### config.mk
export PLATFORM = sky130hd
export DESIGN_NAME = relu_sched
export DESIGN_NICKNAME = d
export VERILOG_FILES = /design/src/rtl/relu_sched.sv
export SDC_FILE = /design/constraint.sdc
export NUM_CORES = 1
export LEC_CHECK = 0
export CAP_MARGIN = 10
export CORE_ASPECT_RATIO = 1.75
export CORE_MARGIN = 4
export CORE_UTILIZATION = 49
export CTS_CLUSTER_DIAMETER = 60
export CTS_CLUSTER_SIZE = 28
export DETAILED_ROUTE_END_ITERATION = 16
export GPL_TIMING_DRIVEN = 0
export PLACE_DENSITY = 0.87
export SYNTH_ARGS = -nofsm -noshare
export SYNTH_HDL_FRONTEND = slang
export SYNTH_SLANG_ARGS = --single-unit
export TNS_END_PERCENT = 5
### constraint.sdc
create_clock -name clk -period 10.38 [get_ports clk]
set_clock_uncertainty 0.05 [all_clocks]
set_input_delay 2.076 -clock clk [delete_from_list [all_inputs] [get_ports clk]]
set_output_delay 2.076 -clock clk [all_outputs]
set_load 0.1 [all_outputs]
### src/rtl/relu_sched.sv
`default_nettype none
// ============================================================================
//  Module      : relu_sched
//  Description : Round-robin scheduler that shares one combinational ReLU
//                datapath between NUM_CH convolution channel streams. Each
//                channel retires after PIX_PER_MAP results. A single
//                registered output stage provides valid/ready backpressure.
//  Revision    : 1.0 - initial release
// ============================================================================
module relu_sched #(
    parameter int NUM_CH      = 4,
    parameter int DW          = 24,
    parameter int PIX_PER_MAP = 676,
    parameter int CW          = 10
) (
    input  logic                 clk,
    input  logic                 rst,
    input  logic                 start,
    input  logic                 relu_en_cfg,
    output logic                 busy,
    output logic                 done,
    input  logic [NUM_CH-1:0]    req_valid,
    input  logic [NUM_CH*DW-1:0] req_data,
    output logic [NUM_CH-1:0]    req_ready,
    output logic                 relu_en,
    output logic [DW-1:0]        relu_din,
    input  logic [DW-1:0]        relu_dout,
    output logic                 out_valid,
    input  logic                 out_ready,
    output logic [DW-1:0]        out_data,
    output logic [2:0]           out_ch,
    output logic                 out_last
);

    localparam logic [1:0] S_IDLE  = 2'd0;
    localparam logic [1:0] S_RUN   = 2'd1;
    localparam logic [1:0] S_DRAIN = 2'd2;
    localparam logic [1:0] S_DONE  = 2'd3;

    localparam logic [CW-1:0] LAST_CNT = CW'(PIX_PER_MAP - 1);

    logic [1:0]        state_q, state_d;
    logic [2:0]        rr_q;
    logic              relu_en_q;
    logic              out_valid_q;
    logic [DW-1:0]     out_data_q;
    logic [2:0]        out_ch_q;
    logic              out_last_q;

    logic [NUM_CH-1:0] w_retired;
    logic [NUM_CH-1:0] w_is_last;
    logic [NUM_CH-1:0] w_elig;
    logic [NUM_CH-1:0] w_rot;
    logic              w_can_grant;
    logic              w_grant_vld;
    logic [2:0]        w_grant_ch;
    logic [3:0]        w_sum;
    logic              w_start_acc;
    logic              w_last_hit;
    logic              w_all_ret_next;

    assign w_start_acc = (state_q == S_IDLE) && start;
    assign w_can_grant = (state_q == S_RUN) && (!out_valid_q || out_ready);
    assign w_elig      = req_valid & ~w_retired;
    // Rotate eligibility so bit 0 is the channel at the round-robin pointer.
    assign w_rot       = NUM_CH'({w_elig, w_elig} >> rr_q);

    // Find the first eligible channel at or after the pointer, with wrap.
    always_comb begin
        w_grant_vld = 1'b0;
        w_grant_ch  = '0;
        w_sum       = '0;
        if (w_can_grant) begin
            // Descending scan so the lowest rotated offset wins.
            for (int j = NUM_CH - 1; j >= 0; j--) begin
                if (w_rot[j]) begin
                    w_grant_vld = 1'b1;
                    w_sum       = {1'b0, rr_q} + 4'(j);
                end
            end
            if (w_sum >= 4'(NUM_CH)) begin
                w_sum = w_sum - 4'(NUM_CH);
            end
            w_grant_ch = w_sum[2:0];
        end
    end

    // One-hot ready and data mux for the granted channel.
    always_comb begin
        req_ready = '0;
        relu_din  = '0;
        for (int k = 0; k < NUM_CH; k++) begin
            if (w_grant_vld && (w_grant_ch == 3'(k))) begin
                req_ready[k] = 1'b1;
                relu_din     = req_data[k*DW +: DW];
            end
        end
    end

    // Because req_ready is one-hot on a grant, these reduce to the granted channel.
    assign w_last_hit     = |(w_is_last & req_ready);
    assign w_all_ret_next = &(w_retired | (w_is_last & req_ready));

    // Per-channel pixel counter and retire flag.
    generate
        for (genvar k = 0; k < NUM_CH; k++) begin : g_ch
            logic [CW-1:0] cnt_q;
            logic          retired_q;

            assign w_is_last[k] = (cnt_q == LAST_CNT);
            assign w_retired[k] = retired_q;

            // Count transfers; the final pixel wraps the counter and retires the channel.
            always_ff @(posedge clk or posedge rst) begin
                if (rst) begin
                    cnt_q     <= '0;
                    retired_q <= 1'b0;
                end else if (w_start_acc) begin
                    cnt_q     <= '0;
                    retired_q <= 1'b0;
                end else if (req_ready[k]) begin
                    if (cnt_q == LAST_CNT) begin
                        cnt_q     <= '0;
                        retired_q <= 1'b1;
                    end else begin
                        cnt_q <= cnt_q + 1'b1;
                    end
                end
            end
        end
    endgenerate

    // State register.
    always_ff @(posedge clk or posedge rst) begin
        if (rst) begin
            state_q <= S_IDLE;
        end else begin
            state_q <= state_d;
        end
    end

    // Next-state logic.
    always_comb begin
        state_d = state_q;
        case (state_q)
            S_IDLE:  if (start) state_d = S_RUN;
            S_RUN:   if (w_grant_vld && w_all_ret_next) state_d = S_DRAIN;
            S_DRAIN: if (!out_valid_q || out_ready) state_d = S_DONE;
            S_DONE:  state_d = S_IDLE;
            default: state_d = S_IDLE;
        endcase
    end

    // State-decoded outputs.
    always_comb begin
        busy = 1'b0;
        done = 1'b0;
        case (state_q)
            S_RUN:   busy = 1'b1;
            S_DRAIN: busy = 1'b1;
            S_DONE:  done = 1'b1;
            default: begin
                busy = 1'b0;
                done = 1'b0;
            end
        endcase
    end

    // Round-robin pointer and layer-wide ReLU enable.
    always_ff @(posedge clk or posedge rst) begin
        if (rst) begin
            rr_q      <= '0;
            relu_en_q <= 1'b0;
        end else if (w_start_acc) begin
            rr_q      <= '0;
            relu_en_q <= relu_en_cfg;
        end else if (w_grant_vld) begin
            rr_q <= (w_grant_ch == 3'(NUM_CH - 1)) ? 3'd0 : w_grant_ch + 3'd1;
        end
    end

    // Output register: load on transfer, clear when consumed without reload.
    always_ff @(posedge clk or posedge rst) begin
        if (rst) begin
            out_valid_q <= 1'b0;
            out_data_q  <= '0;
            out_ch_q    <= '0;
            out_last_q  <= 1'b0;
        end else if (w_grant_vld) begin
            out_valid_q <= 1'b1;
            out_data_q  <= relu_dout;
            out_ch_q    <= w_grant_ch;
            out_last_q  <= w_last_hit;
        end else if (out_ready) begin
            out_valid_q <= 1'b0;
        end
    end

    assign relu_en   = relu_en_q;
    assign out_valid = out_valid_q;
    assign out_data  = out_data_q;
    assign out_ch    = out_ch_q;
    assign out_last  = out_last_q;

endmodule
`default_nettype wire

==> flow_summary.json <==
{
  "io_buffer_count": 188,
  "required_ns": 8.25,
  "startpoint_type": "primary input",
  "r2r_setup_slack_ns": 6.30,
  "grt_antenna_before_repair": 1,
  "rsz0062_at_grt": "false",
  "clockBufferDepth": 2,
  "whs_endpoint": "out_data[17]",
  "hold_viol": 0,
  "core_um2": 10400,
  "fp.dieH_um": 144,
  "grt_pass1_wl_mm": 27.6,
  "synth_cell_types": 73,
  "arrival_ns": 6.88,
  "syn_area_um2": 5210,
  "synthFlopType": "dfrtp_1",
  "wl_per_cell_um": 18.7,
  "route.detailed.drc": 0,
  "status": "complete, no violations",
  "dieWidth_um": 85.9,
  "drtPass1Iterations": 5,
  "start_util_pct": 50.3,
  "maxCapViolations": 0,
  "clkTransAtPathRegs_ns": 0.06,
  "holdBufCountCts": 0,
  "grt-ovfl-total": 0,
  "cts_tree": "done",
  "wirelength_mm": 17.5,
  "cts_made_buffers": 9,
  "ys_warn_count": 0,
  "dp_hpwl_mm": 13.6,
  "antenna_cells": 0,
  "report.final.slew_viol_count": 0,
  "rr_worst_depth": 15,
  "fin_tns_setup_ns": 0,
  "ioPinCount": 189,
  "grt_pass1_vias": 5660,
  "die-area_um2": 12400,
  "gp_congestion": 0.920,
  "setup_violations": 0,
  "worstMarginPinSlew_ns": 1.04,
  "holdPathStages": 2,
  "r2r_end": "g_ch[1].cnt_q[2]",
  "final_cell_count_no_fill": 933,
  "r2r-start": "rr_q[0]",
  "ys_ff_latch": 79,
  "place_inst": 917,
  "drt_iter0_drc": 328,
  "maxSlewHeadroom_pct": 30.4,
  "max_freq_mhz": 111,
  "rows": 49,
  "syn_inst": 601,
  "end_kind": "primary output",
  "htreeDepth": 3,
  "synth.avg_cell_area_um2": 8.66,
  "fin_ws_ns": 1.37,
  "holdCritStartpoint": "out_data[17]",
  "grt.total_usage_pct": 28.1,
  "cts_resized": 0,
  "synth-edff-count": 0,
  "async_reset_ff_share_pct": 100,
  "grt_start_max_net_pins": 46,
  "holdCritPathClass": "reg -> reg",
  "syn_to_final_growth_pct": 46.9,
  "crit_type": "in -> out",
  "cts_root_buffer": "clkbuf_16",
  "clkLatencyLatePin_ns": 0.34,
  "fin_crit_ns": 9.01,
  "dp_slack_ns": 1.48,
  "cts_setup_buffers": 0,
  "layout-drive-gt1-share_pct": 11.0,
  "synth_fp_nets": 747,
  "critPathMaxFanout": 10,
  "vias": 5487,
  "final_antenna_net_count": 0,
  "vias_per_cell": 5.88,
  "layout.nets": 947,
  "synth.area.top_cells": "dfrtp_1 (38%), nand2_1 (9.3%), a221oi_2 (5.8%)",
  "cts_sinks": 79,
  "period_share_pct": 86.8,
  "yosysTopAreaCellShare_pct": 38.0,
  "ys_seq_area_share_pct": 38.0,
  "yosys.area.top_type": "dfrtp_1"
}
[layout by cell type (no fill, tap or decap), types with 4 or more instances in the layout]
master and count:
and3_1 9, dfrtp_1 79, nand3b_1 4, ha_1 17, o21ai_0 45, clkdlybuf4s50_1 188, clkbuf_1 7, o31ai_1 4
o211ai_2 4, inv_1 17, nor2b_1 7, xor2_1 9, a21oi_1 43, buf_2 11, a221oi_2 20, o21ai_1 23
nand2b_1 8, clkbuf_16 9, a221oi_1 7, buf_6 8, nor2_1 40, nor2_2 4, nand3_1 25, nand2_1 129
or3_1 5
[per-layer routing]
metal | part of all wire, % | global-route usage (%) | vias to the layer above
li1 | - | - | 2558
met1 | 37 | 29.6 | 2607
met2 | 52 | 52.0 | 279
met3 | 8.5 | 6.56 | 41
met4 | 3.2 | 12.9 | 2
met5 | 0.080 | 0 | -
[cells by family (layout without fill, tap and decap cells)]
kind of cell	count (synthesis)	after routing	share of synthesized area, %
xor+xnor	11	11	1.85
compound gates	180	180	26.0
mux	7	7	1.71
simple gates	258	258	23.3
buf+inv	49	254	5.12
flops	79	79	38.0
fa+ha+maj	17	17	4.08
[cell usage after synthesis (all sizes together) (7+ instances only)]
| cell | instances |
|---|---|
| a21oi | 43 |
| a221oi | 27 |
| and3 | 9 |
| buf | 22 |
| clkbuf | 8 |
| dfrtp | 79 |
| ha | 17 |
| inv | 19 |
| nand2 | 129 |
| nand2b | 8 |
| nand3 | 25 |
| nor2 | 45 |
| nor2b | 7 |
| o211ai | 8 |
| o21ai | 69 |
| xor2 | 9 |
[how the worst max path moves through the flow]
stage                      start           end  slack [ns]  depth (start not counted)
global route        req_valid[3]  relu_din[14]        1.13                         15
detailed placement  req_valid[3]  relu_din[14]        1.48                         15
CTS                 req_valid[3]  relu_din[14]        1.44                         15
floorplan           req_valid[2]  relu_din[14]        2.16                         12
global placement    req_valid[3]  relu_din[23]        1.57                         15
finish              req_valid[3]  relu_din[14]        1.37                         15
[layout make-up]
class                   count  area [um^2]
fillers                   788         2710
repair buffers            189         1910
plain buffers              30          195
multi-input cells         473         2970
flip-flops and latches     79         1980
inverters                  19         73.8
well taps                 127          159
clock buffers              12          267
clock inverters             4         98.8
[through the flow]
step                util [%]  area (um^2)  hold slack [ns]
floorplan                  -         5210            0.407
global placement        70.0         7250            0.410
detailed placement      70.2         7280            0.412
CTS                     73.8         7640            0.426
global route            73.8         7650            0.447
finish                  73.8         7650            0.425
[critical path, stage by stage]
cell	delay, ns
clkdlybuf4s50_1	0.50
nand2b_1	0.18
o22ai_1	0.25
a22oi_1	0.21
o21ba_2	0.24
o21ai_0	0.14
o21ai_0	0.16
a211oi_1	0.56
ha_1	0.42
o211ai_4	0.14
inv_1	0.19
buf_2	0.31
nand2_1	0.18
a21oi_1	0.17
clkdlybuf4s50_1	1.15
[registers in the layout, summed over array words and instances (netlist names)]
signal / count
state_q: 2
g_ch.retired_q: 4
g_ch.cnt_q: 40
out_valid: 1
relu_en: 1
rr_q: 3
out_last: 1
out_ch: 3
out_data: 24
Power is not shown: default switching activity piles up to over one toggle a cycle in this logic, so the estimate is an artifact.
